File: config.mk
export PLATFORM = sky130hd
export DESIGN_NAME = feature_weight_accum
export DESIGN_NICKNAME = d
export VERILOG_FILES = /design/src/rtl/feature_weight_accum.sv
export SDC_FILE = /design/constraint.sdc
export NUM_CORES = 1
export LEC_CHECK = 0
export CORE_ASPECT_RATIO = 1.2
export CORE_MARGIN = 4
export CORE_UTILIZATION = 44
export CTS_BUF_LIST = sky130_fd_sc_hd__clkbuf_2 sky130_fd_sc_hd__clkbuf_4 sky130_fd_sc_hd__clkbuf_8
export CTS_CLUSTER_SIZE = 25
export DETAILED_ROUTE_END_ITERATION = 8
export HOLD_SLACK_MARGIN = 0.03
export PLACE_DENSITY_LB_ADDON = 0.25
export REMOVE_ABC_BUFFERS = 1
export SYNTH_ARGS = -nofsm -noshare
export SYNTH_HDL_FRONTEND = slang
export SYNTH_SLANG_ARGS = --single-unit
File: constraint.sdc
create_clock -name clk -period 14.5 [get_ports clk]
set_clock_uncertainty 0.05 [all_clocks]
set_input_delay 2.9 -clock clk [delete_from_list [all_inputs] [get_ports clk]]
set_output_delay 2.9 -clock clk [all_outputs]
set_load 0.02 [all_outputs]
File: src/rtl/feature_weight_accum.sv
`default_nettype none
// feature_weight_accum: signed weighted accumulation of rectangle sums into Haar feature values.
// Define FEATURE_SAT_EN to saturate accumulator updates; otherwise they wrap two's complement.
module feature_weight_accum #(
  parameter int W_DATA     = 3,
  parameter int W_ADDR     = 12,
  parameter int NUM_RECTS  = 52,
  parameter int W_RECT_SUM = 18,
  parameter int W_FEAT_SUM = 24,
  parameter int W_FEAT_IDX = 10
) (
  input  logic                         clk,
  input  logic                         rst,
  input  logic                         restart,
  input  logic                         rect_valid,
  output logic                         rect_ready,
  input  logic [W_RECT_SUM-1:0]        rect_sum,
  input  logic                         rect_last,
  output logic                         weight_en,
  output logic [W_ADDR-1:0]            weight_addr,
  input  logic [W_DATA-1:0]            weight_data,
  output logic                         feat_valid,
  input  logic                         feat_ready,
  output logic signed [W_FEAT_SUM-1:0] feat_sum,
  output logic [W_FEAT_IDX-1:0]        feat_idx
);

  localparam int W_TERM = W_DATA + W_RECT_SUM;
  localparam logic [W_ADDR-1:0] LAST_ADDR = W_ADDR'(NUM_RECTS - 1);

  typedef enum logic [1:0] {
    IDLE = 2'd0,
    MAC  = 2'd1,
    OUT  = 2'd2
  } state_t;

  state_t state, state_nxt;

  logic [W_ADDR-1:0]            rect_addr;
  logic [W_ADDR-1:0]            addr_hold;
  logic [W_RECT_SUM-1:0]        sum_q;
  logic                         last_q;
  logic                         first;
  logic signed [W_FEAT_SUM-1:0] acc;
  logic signed [W_FEAT_SUM-1:0] acc_nxt;
  logic [W_TERM-1:0]            term;
  logic                         accept;
  logic                         feat_take;

  // Ready is held low while reset is asserted, even though the state is already IDLE.
  assign rect_ready  = rst && (state == IDLE);
  assign accept      = rect_valid && rect_ready && !restart;
  assign weight_en   = accept;
  assign weight_addr = accept ? rect_addr : addr_hold;
  assign feat_valid  = (state == OUT);
  assign feat_take   = feat_valid && feat_ready;

  assign term = W_TERM'(weight_data) * W_TERM'(sum_q);

`ifdef FEATURE_SAT_EN
  // Wide enough that neither the product nor the running sum can wrap before clamping.
  localparam int W_EXT = ((W_TERM > W_FEAT_SUM) ? W_TERM : W_FEAT_SUM) + 2;
  localparam logic signed [W_EXT-1:0] MAX_EXT =
    $signed({{(W_EXT-W_FEAT_SUM+1){1'b0}}, {(W_FEAT_SUM-1){1'b1}}});
  localparam logic signed [W_EXT-1:0] MIN_EXT = ~MAX_EXT;

  logic signed [W_EXT-1:0] term_ext;
  logic signed [W_EXT-1:0] acc_ext;
  logic signed [W_EXT-1:0] upd;

  assign term_ext = $signed({{(W_EXT-W_TERM){1'b0}}, term});
  assign acc_ext  = $signed({{(W_EXT-W_FEAT_SUM){acc[W_FEAT_SUM-1]}}, acc});
  assign upd      = first ? -term_ext : acc_ext + term_ext;

  always_comb begin
    acc_nxt = upd[W_FEAT_SUM-1:0];
    if (upd > MAX_EXT) begin
      acc_nxt = MAX_EXT[W_FEAT_SUM-1:0];
    end else if (upd < MIN_EXT) begin
      acc_nxt = MIN_EXT[W_FEAT_SUM-1:0];
    end
  end
`else
  logic signed [W_FEAT_SUM-1:0] term_f;

  assign term_f  = $signed(W_FEAT_SUM'(term));
  assign acc_nxt = first ? -term_f : acc + term_f;
`endif

  always_comb begin
    state_nxt = state;
    case (state)
      IDLE:    if (accept) state_nxt = MAC;
      MAC:     state_nxt = last_q ? OUT : IDLE;
      OUT:     if (feat_ready) state_nxt = IDLE;
      default: state_nxt = IDLE;
    endcase
    if (restart) state_nxt = IDLE;
  end

  always_ff @(posedge clk or negedge rst) begin
    if (!rst) begin
      state     <= IDLE;
      rect_addr <= '0;
      addr_hold <= '0;
      feat_idx  <= '0;
      acc       <= '0;
      first     <= 1'b1;
      sum_q     <= '0;
      last_q    <= 1'b0;
      feat_sum  <= '0;
    end else begin
      state <= state_nxt;
      if (restart) begin
        rect_addr <= '0;
        feat_idx  <= '0;
        acc       <= '0;
        first     <= 1'b1;
      end else begin
        if (accept) begin
          sum_q     <= rect_sum;
          last_q    <= rect_last;
          addr_hold <= rect_addr;
        end
        if (state == MAC) begin
          acc       <= acc_nxt;
          first     <= 1'b0;
          rect_addr <= (rect_addr == LAST_ADDR) ? '0 : rect_addr + W_ADDR'(1);
          if (last_q) feat_sum <= acc_nxt;
        end
        if (feat_take) begin
          feat_idx <= feat_idx + W_FEAT_IDX'(1);
          first    <= 1'b1;
        end
      end
    end
  end

endmodule
`default_nettype wire

Word level (Yosys, flattened, before mapping)
Cells that the tools add are included.
Cells by class
  add/subtract/negate cells: 4
  multiply operators: 1
  eq/ne operators: 5
  muxes and demuxes: 17
  bitwise operators: 1
  reduce and logical (&&, ||, !) cells: 12
Operators by type and width (number)
  24-bit two-way mux: 3
  12-bit two-way mux: 4
  24-bit by 22-bit adder with 24-bit output: 1
  21-bit negator with 24-bit output: 1
  3-bit by 18-bit multiplier with 21-bit output: 1
  10-bit two-way mux: 2
  12-bit by 1-bit adder with 12-bit output (second input constant): 1
  12-bit by 6-bit == test with 1-bit output (second input constant): 1
  10-bit by 1-bit adder with 10-bit output (second input constant): 1
  2-bit two-way mux: 4
  2-bit one-hot mux with 3 select lines: 1
  1-bit logical AND: 4
  2-bit AND reduction: 2
  2-bit nonzero test: 2
  1-bit two-way mux: 3
  3-bit by 2-bit != test with 1-bit output (second input constant): 1
  3-bit != test (second input constant): 1
  3-bit AND reduction: 1
  3-bit nonzero test: 1
  2-bit by 1-bit == test with 1-bit output (second input constant): 1
  2-bit == test (second input constant): 1
  2-bit zero test: 1
  1-bit zero test: 1
  1-bit NOT: 1
Word-level totals
  bits in registers: 104
  input bits: 27
  output and inout bits: 49
  word-level logic and storage cells: 49

Logic depth before layout (Yosys ltp)
Gate-level depths: netlist (run 1).
  depth in word-level cells: 7
  mapped depth: 22
  gate-level depth less buffers: 19

Worst setup path after synthesis (run 1)
Ideal clock, no wire load.
  kind: input-to-reg
  from: in weight_data[1]
  to: reg acc[22]
  library setup time: 94 ps
  arrival: 7665 ps
  data required time: 14356 ps
  slack: 6691 ps
  stages: 22
  buffers on the path: 3
  cells stage by stage: clkbuf_1 > clkbuf_1 > nand2_1 > fa_1 > inv_1 > ha_1 > buf_6 > a2111oi_2 > o21ai_1 > a221oi_2 > xor2_1 > inv_1 > ha_1 > a21o_1 > a21o_1 > a21o_1 > a21oi_1 > nor2b_1 > a311oi_1 > o21ai_0 > mux2_2 > a211oi_1
Between the ends
  longest elaborated chain between the ends: 5
  elaborated cells between the ends (all ways): 6
  those cells by class: add/sub: 2; mul: 1; mux: 3
RTL lines
  start: declaration: RTL line 21  | input logic [W_DATA-1:0] weight_data,
  3-bit by 18-bit multiplier with 21-bit output *: RTL line 58  | assign term = W_TERM'(weight_data) * W_TERM'(sum_q);
  24-bit by 22-bit adder with 24-bit output / 21-bit negator with 24-bit output (equally long branches): RTL line 87  | assign acc_nxt = first ? -term_f : acc + term_f;
  24-bit two-way mux *: RTL line 87
  24-bit two-way mux *: RTL line 125  | if (state == MAC) begin
  24-bit two-way mux *: RTL line 114  | if (restart) begin
  end signal: assignment: RTL line 126  | acc <= acc_nxt;
  end: declaration: RTL line 44  | logic signed [W_FEAT_SUM-1:0] acc;
Mark *: on every way between the ends. The rest lies on a longest branch, timed or not. The select of a mux whose other input is x is not followed.
A chain may end at the register's enable or synchronous reset.

Final worst setup path (run 1)
  from: in rst
  to: out weight_addr[0]
Between the ends
  longest elaborated chain between the ends: 4
RTL lines
  start: declaration: RTL line 13  | input logic rst,
  1-bit logical AND: RTL line 51  | assign rect_ready = rst && (state == IDLE);
  1-bit logical AND (2 in a row): RTL line 52  | assign accept = rect_valid && rect_ready && !restart;
  12-bit two-way mux
  end: declaration: RTL line 20  | output logic [W_ADDR-1:0] weight_addr,
No other way between the ends.

==> results of run 1 <==
## state kept, by name (all words and copies together) (netlist names)
name and count:
acc 24, feat_sum 24, sum_q 18, addr_hold 12
rect_addr 12, feat_idx 10, state 2, first 1
last_q 1
## placed cells by master (no fill, tap or decap), types with 7 or more instances in the layout
| cell | netlist | final |
|---|---|---|
| a211oi_1 | 24 | 24 |
| a21o_1 | 16 | 16 |
| a21oi_1 | 49 | 49 |
| a31oi_1 | 10 | 10 |
| and2_1 | 17 | 17 |
| and3_1 | 11 | 11 |
| clkbuf_8 | 0 | 10 |
| clkdlybuf4s50_1 | 0 | 74 |
| dfrtp_1 | 103 | 103 |
| fa_1 | 18 | 18 |
| ha_1 | 45 | 45 |
| inv_1 | 56 | 56 |
| nand2_1 | 210 | 210 |
| nand2b_1 | 7 | 7 |
| nand3_1 | 14 | 14 |
| nand4_1 | 11 | 11 |
| nor2_1 | 70 | 70 |
| nor3_1 | 15 | 15 |
| o21a_1 | 8 | 8 |
| o21ai_0 | 58 | 58 |
| or3_1 | 9 | 9 |
| xnor2_1 | 27 | 27 |
| xor2_1 | 24 | 24 |
## cell families (layout without fill, tap and decap cells)
kind of cell | count (synthesis) | after routing | share of synthesized area [%]
buffers and inverters | 98 | 153 | 4.86
adder cells (fa/ha/maj) | 63 | 63 | 11.9
multiplexers | 10 | 10 | 1.36
AND/OR/NAND/NOR | 394 | 394 | 23.1
AO/OA/AOI/OAI | 221 | 221 | 19.0
XOR/XNOR | 53 | 53 | 6.18
flip-flops | 104 | 104 | 33.6
## per-stage QoR
stage | cell area [um2] | total power, mW
5_1_grt | 8840 | 1.19
3_5_place_dp | 8640 | 0.918
4_1_cts | 8840 | 1.11
6_report | 8840 | 1.10
3_3_place_gp | 8640 | 0.912
2_1_floorplan | 7590 | 0.755
## final timing paths
| path | from | end | slack (ps) | cells after the start |
|---|---|---|---|---|
| worst max-delay path | rst | weight_addr[0] | 5790 | 8 |
| max in group asynchronous | rst | feat_sum[18] | 10770 | 2 |
| worst min-delay path | addr_hold[1] | addr_hold[1] | 430 | 2 |
| worst max register to register | sum_q[0] | acc[22] | 9190 | 18 |
| min in group asynchronous | rst | sum_q[5] | 2470 | 1 |
| worst min register to register | addr_hold[1] | addr_hold[1] | 430 | 2 |
## area by class of cell
| cell class | instances | area [um2] |
|---|---|---|
| timing repair buffer | 80 | 786 |
| inverter | 57 | 214 |
| clock inverter | 6 | 61.3 |
| multi-input combinational | 741 | 4770 |
| clock buffer | 10 | 138 |
| tap | 216 | 270 |
| sequential | 104 | 2600 |
| fill | 1664 | 8270 |
## per-layer routing
layer	vias up	part of all wire [%]	track usage, %
met4	0	1.1	4.10
met2	104	47	29.2
met5	-	0	0
li1	3361	-	-
met3	9	3.7	2.97
met1	3009	49	24.7
## worst max-delay path, stage by stage
cell,delay [ps]
buf_4,500
nor3b_1,330
nand3_1,120
buf_4,240
inv_1,700
nand2_1,190
nand2_1,110
clkdlybuf4s50_1,600
## report_power, final
| group | internal, mW | switching [mW] |
|---|---|---|
| Combinational | 0.228 | 0.320 |
| Clock | 0.0714 | 0.114 |
| Sequential | 0.333 | 0.0294 |
==> run_results.csv, run 1 <==
group,metric,value,unit
global_routing,grt_overflow_total,0,
logic_synthesis,synth_top_flop_cell,"dfrtp_1",
global_routing,antenna_found_initial,0,
job,drv_cap,0,
clocking,clockRootBuffer,"clkbuf_8",
timing,setup_viol_count_final,0,
finish,drive_gt1_share,4.01,%
logic_synthesis,async_flop_share,100,%
global_routing,first_global_vias,6190,
logic_synthesis,postSynthCellCount,943,
critical_path,crit_path_start_kind,"input port",
finish,postLayoutCoreUtil,51.7,%
power,p_leak,4.27,nW
timing,maxSlewHeadroom,39.1,%
logic_synthesis,yosysSeqAreaShare,33.6,%
clocking,clkTransAtPathRegs,100,ps
global_routing,grt_max_degree,57,
critical_path,cp_max_fo,50,
clocking,clock_latency,400,ps
drt,drt_iter0_drc,378,
drt,route.detailed.drc,0,
clocking,hold_buffers,0,
global_routing,grt_pass1_wl,29600,um
finish,fin_nets,1083,
timing,period_needed,8710,ps
clocking,numCtsBuffers,9,
drt,drt-pass1-iter-count,5,
logic_synthesis,synth_top_area_share,33.3,%
timing,max_slew.worst_pin.slew,912,ps
critical_path,critPathArrivalTime,5760,ps
drt,avgViaCountPerCell,5.34,
timing,holdWs,429,ps
logic_synthesis,yosysMostFrequentCell,"nand2_1",
clocking,clock_tree.buffer_depth,2,
clocking,post-cts-setup-buffers,0,
power,powerDensity,124,nW/um2
clocking,cts_num_sinks,104,
drt,vias,6483,
timing,max_clock_freq,0.115,GHz
outcome,status,"finished clean",
power,ir_drop,48.7,uV
logic_synthesis,synthTopCellsByArea,"dfrtp_1 33%, nand2_1 10%, ha_1 7.3%, fa_1 4.7%, o21ai_0 3.7%",
logic_synthesis,syn_area_per_cell,8.22,um2
finish,finalNonFillerCells,1214,
logic_synthesis,synth_warnings,0,
logic_synthesis,yosys.area.top_type,"dfrtp_1",
clocking,htree_num_levels,3,
clocking,cts_tree,"yes",
drt,wl_per_cell,13.9,um
critical_path,worstPathRequired,11550,ps
die,row_count,52,
logic_synthesis,synthesis.area,7750,um2
die,start_util,45.3,%
placement,port_buffers,75,
placement,gp_congestion,0.926,
placement,dp_hpwl,12700,um
critical_path,cp-end-kind,"primary output",
timing,fin_crit_sh,60.1,%
placement,dp_cells,1198,
global_routing,grtUsageTotal,17.8,%
timing,hold_viol,0,
logic_synthesis,ys_seq_elements,104,
hold_path,hp-class,"reg2reg",
die,die_h,153,um
critical_path,crit_type,"in2out",
logic_synthesis,synth_edf_count,0,
timing,drv_slew,0,
timing,finalWorstSetupSlack,5790,ps
die,ios,76,
drt,wirelength,16900,um
placement,dp_slack,5700,ps
die,die-width,129,um
finish,area_delta_synth_final,14.1,%
die,fp.dieArea,19800,um2
clocking,cts_resized,0,
die,core,17100,um2
timing,grt_setup_unrepaired,"no",
drt,ant_nets,0,
timing,fin_setup_tns,0,ps
logic_synthesis,synth_cell_types,70,
logic_synthesis,netlist_top_cells_count,"210 x nand2_1, 103 x dfrtp_1, 70 x nor2_1",
finish,num_antenna_cells,0,
No activity file was read; power rests on OpenSTA's default activity.
==> run 2: changes to the inputs <==
==> constraint.sdc (replaced) <==
create_clock -name clk -period 8.72 [get_ports clk]
set_clock_uncertainty 0.05 [all_clocks]
set_input_delay 1.744 -clock clk [delete_from_list [all_inputs] [get_ports clk]]
set_output_delay 1.744 -clock clk [all_outputs]
set_load 0.02 [all_outputs]
==> run_results.csv, run 2 (synthesis gave the netlist of run 1 again) <==
group,metric,value,unit
die,fp.dieArea,19800,um2
finish,num_antenna_cells,0,
die,die-width,129,um
timing,fin_setup_tns,0,ps
critical_path,crit_top_cell,"a21o_1",
die,core,17100,um2
finish,final_common_cell,"nand2_1",
critical_path,crit_chain,"clkdlybuf4s50_1 > nand2_1 > fa_1 > inv_1 > ha_1 > a2111oi_2 > o21ai_1 > a221oi_2 > xor2_1 > inv_1 > ha_1 > a21o_1 > a21o_1 > a21o_1 > a21oi_1 > nor2b_1 > a311oi_1 > o21ai_0 > mux2_2 > a211oi_1",
finish,drive_gt1_share,4.10,%
power,p_int,1.07,mW
global_routing,first_global_vias,6230,
global_routing,grtUsageTotal,18.4,%
finish,area_delta_synth_final,14.4,%
placement,port_buffers,75,
placement,dp_cells,1199,
die,ios,76,
clocking,hold_buffers,0,
clocking,cts_resized,0,
finish,finalNonFillerCells,1215,
power,combPwrFrac,49.5,%
clocking,clock_latency,400,ps
timing,fin_crit_sh,82.2,%
timing,max_clock_freq,0.139,GHz
placement,dp_hpwl,12900,um
clocking,htree_num_levels,3,
power,switching_power,0.774,mW
placement,dpl_cell_area,8650,um2
outcome,status,"finished clean",
drt,route.detailed.drc,0,
timing,maxSlewHeadroom,36.9,%
power,powerDensity,208,nW/um2
timing,max_slew.worst_pin.slew,946,ps
drt,drt-pass1-iter-count,4,
power,ir_drop,76.3,uV
critical_path,crit_type,"in2reg",
clocking,cts_tree,"yes",
finish,final_cell_mix,"210 x nand2_1, 103 x dfrtp_1, 74 x clkdlybuf4s50_1",
die,die_h,153,um
critical_path,worst_path_max_delay_cell,"clkdlybuf4s50_1",
drt,wl_per_cell,14.1,um
placement,dp_slack,1160,ps
drt,avgViaCountPerCell,5.31,
job,drv_cap,0,
critical_path,worstPathRequired,8990,ps
power,p_leak,4.28,nW
power,p_sw_share,41.9,%
drt,ant_nets,0,
drt,wirelength,17200,um
clocking,numCtsBuffers,9,
global_routing,grt_pass1_wl,30400,um
timing,finalWorstSetupSlack,1550,ps
global_routing,grt_max_degree,59,
timing,grt_setup_unrepaired,"no",
global_routing,antenna_found_initial,0,
drt,drt_iter0_drc,433,
critical_path,cp_num_buf_inv,3,
finish,reg.largest.list,"acc (24), feat_sum (24), sum_q (18)",
global_routing,grt_overflow_total,0,
critical_path,critPathArrivalTime,7440,ps
power,p_clk_share,17.8,%
critical_path,crit_path_start_kind,"input port",
finish,final_cell_area,8870,um2
timing,hold_viol,0,
critical_path,cp-end-kind,"register",
timing,setup_viol_count_final,0,
finish,fin_nets,1084,
hold_path,hp-class,"reg2reg",
critical_path,cp_max_fo,18,
clocking,clock_tree.buffer_depth,2,
power,seq_power_share,32.7,%
clocking,post-cts-setup-buffers,0,
critical_path,critPathTopFamily,"compound AO/OA/AOI/OAI gates",
clocking,cts_num_sinks,104,
timing,drv_slew,0,
placement,gp_congestion,0.944,
critical_path,slowest_delay,850,ps
timing,period_needed,7170,ps
clocking,clkTransAtPathRegs,110,ps
drt,vias,6453,
clocking,clockRootBuffer,"clkbuf_8",
die,row_count,52,
die,start_util,45.3,%
## run 2: changes by cell type in the layout (fill, tap and decap cells not counted), sizes merged
cell | previous run | this run
buf | 6 | 7
bufinv | 0 | 1
clkbuf | 10 | 9
clkinvlp | 1 | 2
inv | 59 | 58
## run 2: worst paths after layout
check / startpoint / end / slack [ps] / cells after the start
setup / recovery: weight_data[2] / acc[22] / 1550 / 20
min in group asynchronous: rst / sum_q[6] / 1310 / 1
hold reg to reg: addr_hold[3] / addr_hold[3] / 430 / 2
max in group asynchronous: rst / sum_q[15] / 6110 / 2
hold / removal: addr_hold[3] / addr_hold[3] / 430 / 2
setup reg to reg: sum_q[4] / acc[22] / 3410 / 19
## run 2: layout make-up
cell class / count / area [um2]
multi-input combinational: 741 / 4770
timing repair buffer: 81 / 793
sequential: 104 / 2600
fill: 1682 / 8250
clock inverter: 7 / 90.1
inverter: 57 / 214
tap: 216 / 270
clock buffer: 9 / 124
## run 2: through the flow
step	hold slack [ps]	util, %	power, mW
6_report	430	51.8	1.85
5_1_grt	463	51.8	2.01
4_1_cts	436	51.8	1.87
3_5_place_dp	409	50.6	1.53
3_3_place_gp	402	50.6	1.52
2_1_floorplan	390	-	1.26
## run 2: power groups by stage
stage                     Clock, mW  Sequential [mW]  Combinational (mW)
after floorplan                   0            0.666               0.590
after CTS                     0.342            0.606               0.919
after global placement            0            0.613               0.907
final                         0.328            0.604               0.915
after global routing          0.362            0.615                1.03
after detailed placement          0            0.616               0.915
## run 2: per-layer routing
layer  track usage [%]  share of wire [%]  routed length (um)  up-vias
li1                  -                  -                   -     3377
met1              26.6                 49                8450     2960
met2              28.7                 46                7870      103
met3              2.13                3.6                 624       13
met4              5.65                1.3                 215        0
met5                 0                  0                   0        -
## run 2: tightest hold or removal path: cells and delay by family (launching register included)
family | cells | cell delay [ps]
DFF | 1 | 340
and+or+nand+nor | 2 | 120
==> run 3: changes to the inputs <==
==> constraint.sdc (replaced) <==
create_clock -name clk -period 6.4 [get_ports clk]
set_clock_uncertainty 0.05 [all_clocks]
set_input_delay 1.28 -clock clk [delete_from_list [all_inputs] [get_ports clk]]
set_output_delay 1.28 -clock clk [all_outputs]
set_load 0.02 [all_outputs]
==> run_results.csv, run 3 (synthesis gave the netlist of run 1 again) <==
group,metric,value,unit
outcome,status,"finished clean",
finish,reg.largest.list,"acc (24), feat_sum (24), sum_q (18)",
global_routing,grt_max_degree,58,
critical_path,worstPathRequired,6640,ps
timing,period_needed,6000,ps
clocking,htree_num_levels,3,
job,drv_cap,0,
global_routing,antenna_found_initial,0,
power,switching_power,1.09,mW
drt,drt-pass1-iter-count,5,
clocking,post-cts-setup-buffers,0,
hold_path,hp-class,"reg2reg",
clocking,clock_latency,390,ps
placement,gp_congestion,0.979,
power,combPwrFrac,52.7,%
timing,hold_viol,0,
finish,area_delta_synth_final,18.4,%
drt,drt_iter0_drc,428,
global_routing,grtUsageTotal,18.9,%
drt,wirelength,17900,um
placement,dp_cells,1241,
power,p_sw_share,41.8,%
finish,final_cell_mix,"210 x nand2_1, 103 x dfrtp_1, 74 x clkdlybuf4s50_1",
power,p_leak,4.48,nW
placement,dp_hpwl,13700,um
timing,fin_crit_sh,93.8,%
finish,final_common_cell,"nand2_1",
power,p_int,1.51,mW
global_routing,first_global_vias,6524,
clocking,hold_buffers,0,
finish,drive_gt1_share,8.17,%
timing,drv_slew,0,
drt,wl_per_cell,14.2,um
die,start_util,45.3,%
timing,setup_viol_count_final,0,
clocking,numCtsBuffers,9,
finish,num_antenna_cells,0,
clocking,clkTransAtPathRegs,100,ps
power,power,2.60,mW
clocking,cts_num_sinks,104,
timing,max_clock_freq,0.167,GHz
timing,maxSlewHeadroom,36.0,%
die,core,17100,um2
drt,vias,6647,
critical_path,crit_type,"in2reg",
die,row_count,52,
clocking,cts_resized,0,
die,die_h,153,um
drt,route.detailed.drc,0,
critical_path,crit_path_start_kind,"input port",
clocking,clockRootBuffer,"clkbuf_8",
power,ir_drop,104,uV
timing,max_slew.worst_pin.slew,960,ps
power,p_clk_share,15.6,%
clocking,clock_tree.buffer_depth,2,
placement,port_buffers,75,
finish,finalNonFillerCells,1257,
global_routing,grt_overflow_total,0,
die,ios,76,
critical_path,cp_max_fo,13,
drt,ant_nets,0,
die,fp.dieArea,19800,um2
critical_path,cp-end-kind,"register",
timing,grt_setup_unrepaired,"no",
finish,fin_nets,1126,
critical_path,critPathArrivalTime,6250,ps
die,die-width,129,um
drt,avgViaCountPerCell,5.29,
clocking,cts_tree,"yes",
power,powerDensity,283,nW/um2
power,seq_power_share,31.6,%
global_routing,grt_pass1_wl,31300,um
==> run 3: path summary, 6_finish.rpt <==
path | end | from | slack [ps] | depth (start not counted)
worst max-delay path | acc[22] | weight_data[2] | 400 | 20
worst min-delay path | addr_hold[2] | addr_hold[2] | 430 | 2
worst max register to register | acc[22] | sum_q[0] | 1440 | 18
worst min register to register | addr_hold[2] | addr_hold[2] | 430 | 2
max in group asynchronous | feat_sum[16] | rst | 4100 | 3
min in group asynchronous | rect_addr[9] | rst | 990 | 2
==> run 3: critical path: stages <==
cell and delay (ps):
clkdlybuf4s50_1 410, buf_4 180, and2_1 170, fa_1 480, ha_1 250, fa_1 390
a21o_1 240, a221oi_4 340, o21ai_0 200, a211oi_2 270, nor3_1 110, ha_1 330
a21o_1 170, a21o_1 190, a21oi_1 140, nor2b_1 60, a311oi_1 310, o21ai_0 160
mux2_2 300, a211oi_1 260
==> run 3: cell type report <==
cell class / instances / area [um2]
Clock buffer: 9 / 124
Clock inverter: 7 / 63.8
Fill cell: 1670 / 7930
Inverter: 57 / 214
Multi-Input combinational cell: 741 / 4780
Sequential cell: 104 / 2600
Tap cell: 216 / 270
Timing Repair Buffer: 123 / 1120
==> run 3: layer usage <==
metal	vias up	share of wire [%]	GRT usage (%)
met5	-	0	0
met4	0	1.7	5.00
met3	13	3.3	2.51
met2	109	46	30.4
met1	3087	49	26.9
li1	3438	-	-
==> run 3: metrics by stage <==
| stage | util, % | hold slack, ps | setup TNS (ps) | setup WS [ps] | instance area (um2) |
|---|---|---|---|---|---|
| after floorplan | - | 390 | 0 | 737 | 7590 |
| after global placement | 52.5 | 402 | 0 | 73.5 | 8980 |
| after detailed placement | 52.5 | 407 | -11.4 | -11.4 | 8980 |
| after CTS | 53.6 | 432 | 0 | 373 | 9170 |
| after global routing | 53.6 | 455 | 0 | 34.5 | 9180 |
| final | 53.6 | 430 | 0 | 395 | 9180 |
==> run 3: power groups by stage <==
stage / clock (mW) / sequential [mW] / combinational, mW
3_3_place_gp: 0 / 0.834 / 1.35
3_5_place_dp: 0 / 0.837 / 1.37
5_1_grt: 0.449 / 0.836 / 1.53
6_report: 0.406 / 0.821 / 1.37
4_1_cts: 0.420 / 0.823 / 1.37
2_1_floorplan: 0 / 0.908 / 0.803
==> patch (settings of run 3) <==
Add a define of `FEATURE_SAT_EN`.
--- a/src/rtl/feature_weight_accum.sv
+++ b/src/rtl/feature_weight_accum.sv
@@ -3,2 +3,4 @@
 // Define FEATURE_SAT_EN to saturate accumulator updates; otherwise they wrap two's complement.
+`define FEATURE_SAT_EN
+
 module feature_weight_accum #(
Behaviour: same outputs for any inputs over 4 cycles, from zero or initial values and one cycle with rst low; that may be too few to reach the edited logic, so the function may still have changed.
==> patch against run 3 <==
Sequential power increased by 1%. Cell count is 8.0% higher. Sequential share of layout area down 3.3 points. Die area grew 0.20%. Area after synthesis is 0.21% higher. Design area is 13% higher. Setup slack got worse by 260 ps. Sequential cell count is the same. Wire length rose by 19%. Hold slack improved by 2.8 ps. Combinational power up 28%. Power grew 17%. Largest cell class unchanged.
==> patch: results <==
{
  "cts-root-buf": "clkbuf_8",
  "critPathMaxStageDelay_ps": 520,
  "path_max_fanout": 6,
  "ys_types": 69,
  "clkLatencyLatePin_ps": 410,
  "vias": 7272,
  "p_leak_nw": 4.97,
  "path_clk_slew_ps": 130,
  "status": "completed",
  "place_area_sq_um": 9690,
  "drt_wl_total_um": 21200,
  "dp.cells": 1333,
  "layout.nets": 1227,
  "grt_pass1_wl_um": 34900,
  "dp_hpwl_um": 15400,
  "avgSynthCellArea_sq_um": 8.22,
  "vias_per_cell": 5.35,
  "grt_start_max_net_pins": 66,
  "synth_commonest_cells": "nand2_1 (237), dfrtp_1 (103), nor2_1 (62)",
  "first_global_vias": 7191,
  "drive_above_1_share_pct": 22.2,
  "yosysSeqAreaShare_pct": 33.5,
  "worst-endpoint-arrival_ps": 6540,
  "r2r_setup_slack_ps": 1000,
  "finalCritPeriodShare_pct": 98.0,
  "dp_slack_ps": -639,
  "grt_usage_pct": 21.5,
  "r2r_cells": 20,
  "fillers": 1507,
  "rr_endpoint": "feat_sum[3]",
  "ir_worst_vdd_mv": 0.118,
  "finalWeightedCongestion": 0.903,
  "tightest_slew_ps": 1010
}
patch: cell types whose count changed after synthesis, moves of 4 or more:
| cell | change |
|---|---|
| a211oi_1 | -7 |
| a22oi_1 | -5 |
| and3_1 | -4 |
| and4_1 | -4 |
| inv_1 | -7 |
| nand2_1 | +27 |
| nand3_1 | +5 |
| nor2_1 | -8 |
| o21ai_0 | -32 |
| o21ai_1 | +26 |
| o31ai_1 | +6 |
| o31ai_2 | +10 |
| xor2_1 | +9 |
patch: timing repair:
action,4_1_cts,5_1_grt
pin swaps,3,18
cloned,2,1
setup endpoints to repair,46,46
buffers inserted,0,6
gates resized for setup,13,57
patch: cells by family (layout without fill, tap and decap cells):
family	Yosys count	after routing	share of synthesized area, %
buffers and inverters	93	287	4.85
AO/OA/AOI/OAI	213	216	18.8
multiplexers	7	7	0.967
AND/OR/NAND/NOR	406	406	23.3
XOR/XNOR	59	59	6.65
adder cells (fa/ha/maj)	63	63	11.9
flip-flops	104	104	33.5
patch: worst min-delay path by stage:
stage | cells past startpoint | slack (ps) | from | end
floorplan | 2 | 390 | addr_hold[11] | addr_hold[11]
global placement | 2 | 400 | addr_hold[5] | addr_hold[5]
detailed placement | 2 | 410 | addr_hold[7] | addr_hold[7]
CTS | 2 | 440 | addr_hold[10] | addr_hold[10]
global route | 2 | 460 | addr_hold[1] | addr_hold[1]
finish | 2 | 430 | addr_hold[8] | addr_hold[8]
patch: cell type report:
type,count,area [sq um],area share (%)
Clock buffer,9,124,1.19
Clock inverter,7,91.3,0.878
Inverter,49,184,1.77
Multi-Input combinational cell,751,5250,50.5
Sequential cell,104,2600,25.0
Tap cell,216,270,2.60
Timing Repair Buffer,222,1880,18.1
patch: per-stage QoR:
| step | hold WS, ps | utilization, % | total power, mW | setup TNS (ps) |
|---|---|---|---|---|
| after floorplan | 390 | - | 1.75 | 0 |
| after global placement | 402 | 56.6 | 2.43 | -23330 |
| after detailed placement | 408 | 56.6 | 2.45 | -24470 |
| after CTS | 439 | 58.4 | 2.92 | 0 |
| after global routing | 465 | 60.8 | 3.25 | -109 |
| final | 433 | 60.8 | 3.03 | 0 |
patch: power by group:
group	switching (mW)	total [mW]	internal [mW]
sequential	0.0748	0.832	0.758
clock	0.287	0.448	0.161
combinational	0.907	1.75	0.843
total	1.27	3.03	1.76
patch: tightest hold or removal path: stages, from the launching register on:
cell and delay [ps]:
dfrtp_1 350, nand2_1 60, nand2_1 60
patch: metal layers:
metal  up-vias  routed length, um  GRT usage [%]
met1      3483               9500           28.7
met2       124              10500           35.6
met3        36                677           3.02
li1       3629                  -              -
met5         -                  0              0
met4         0                571           7.75
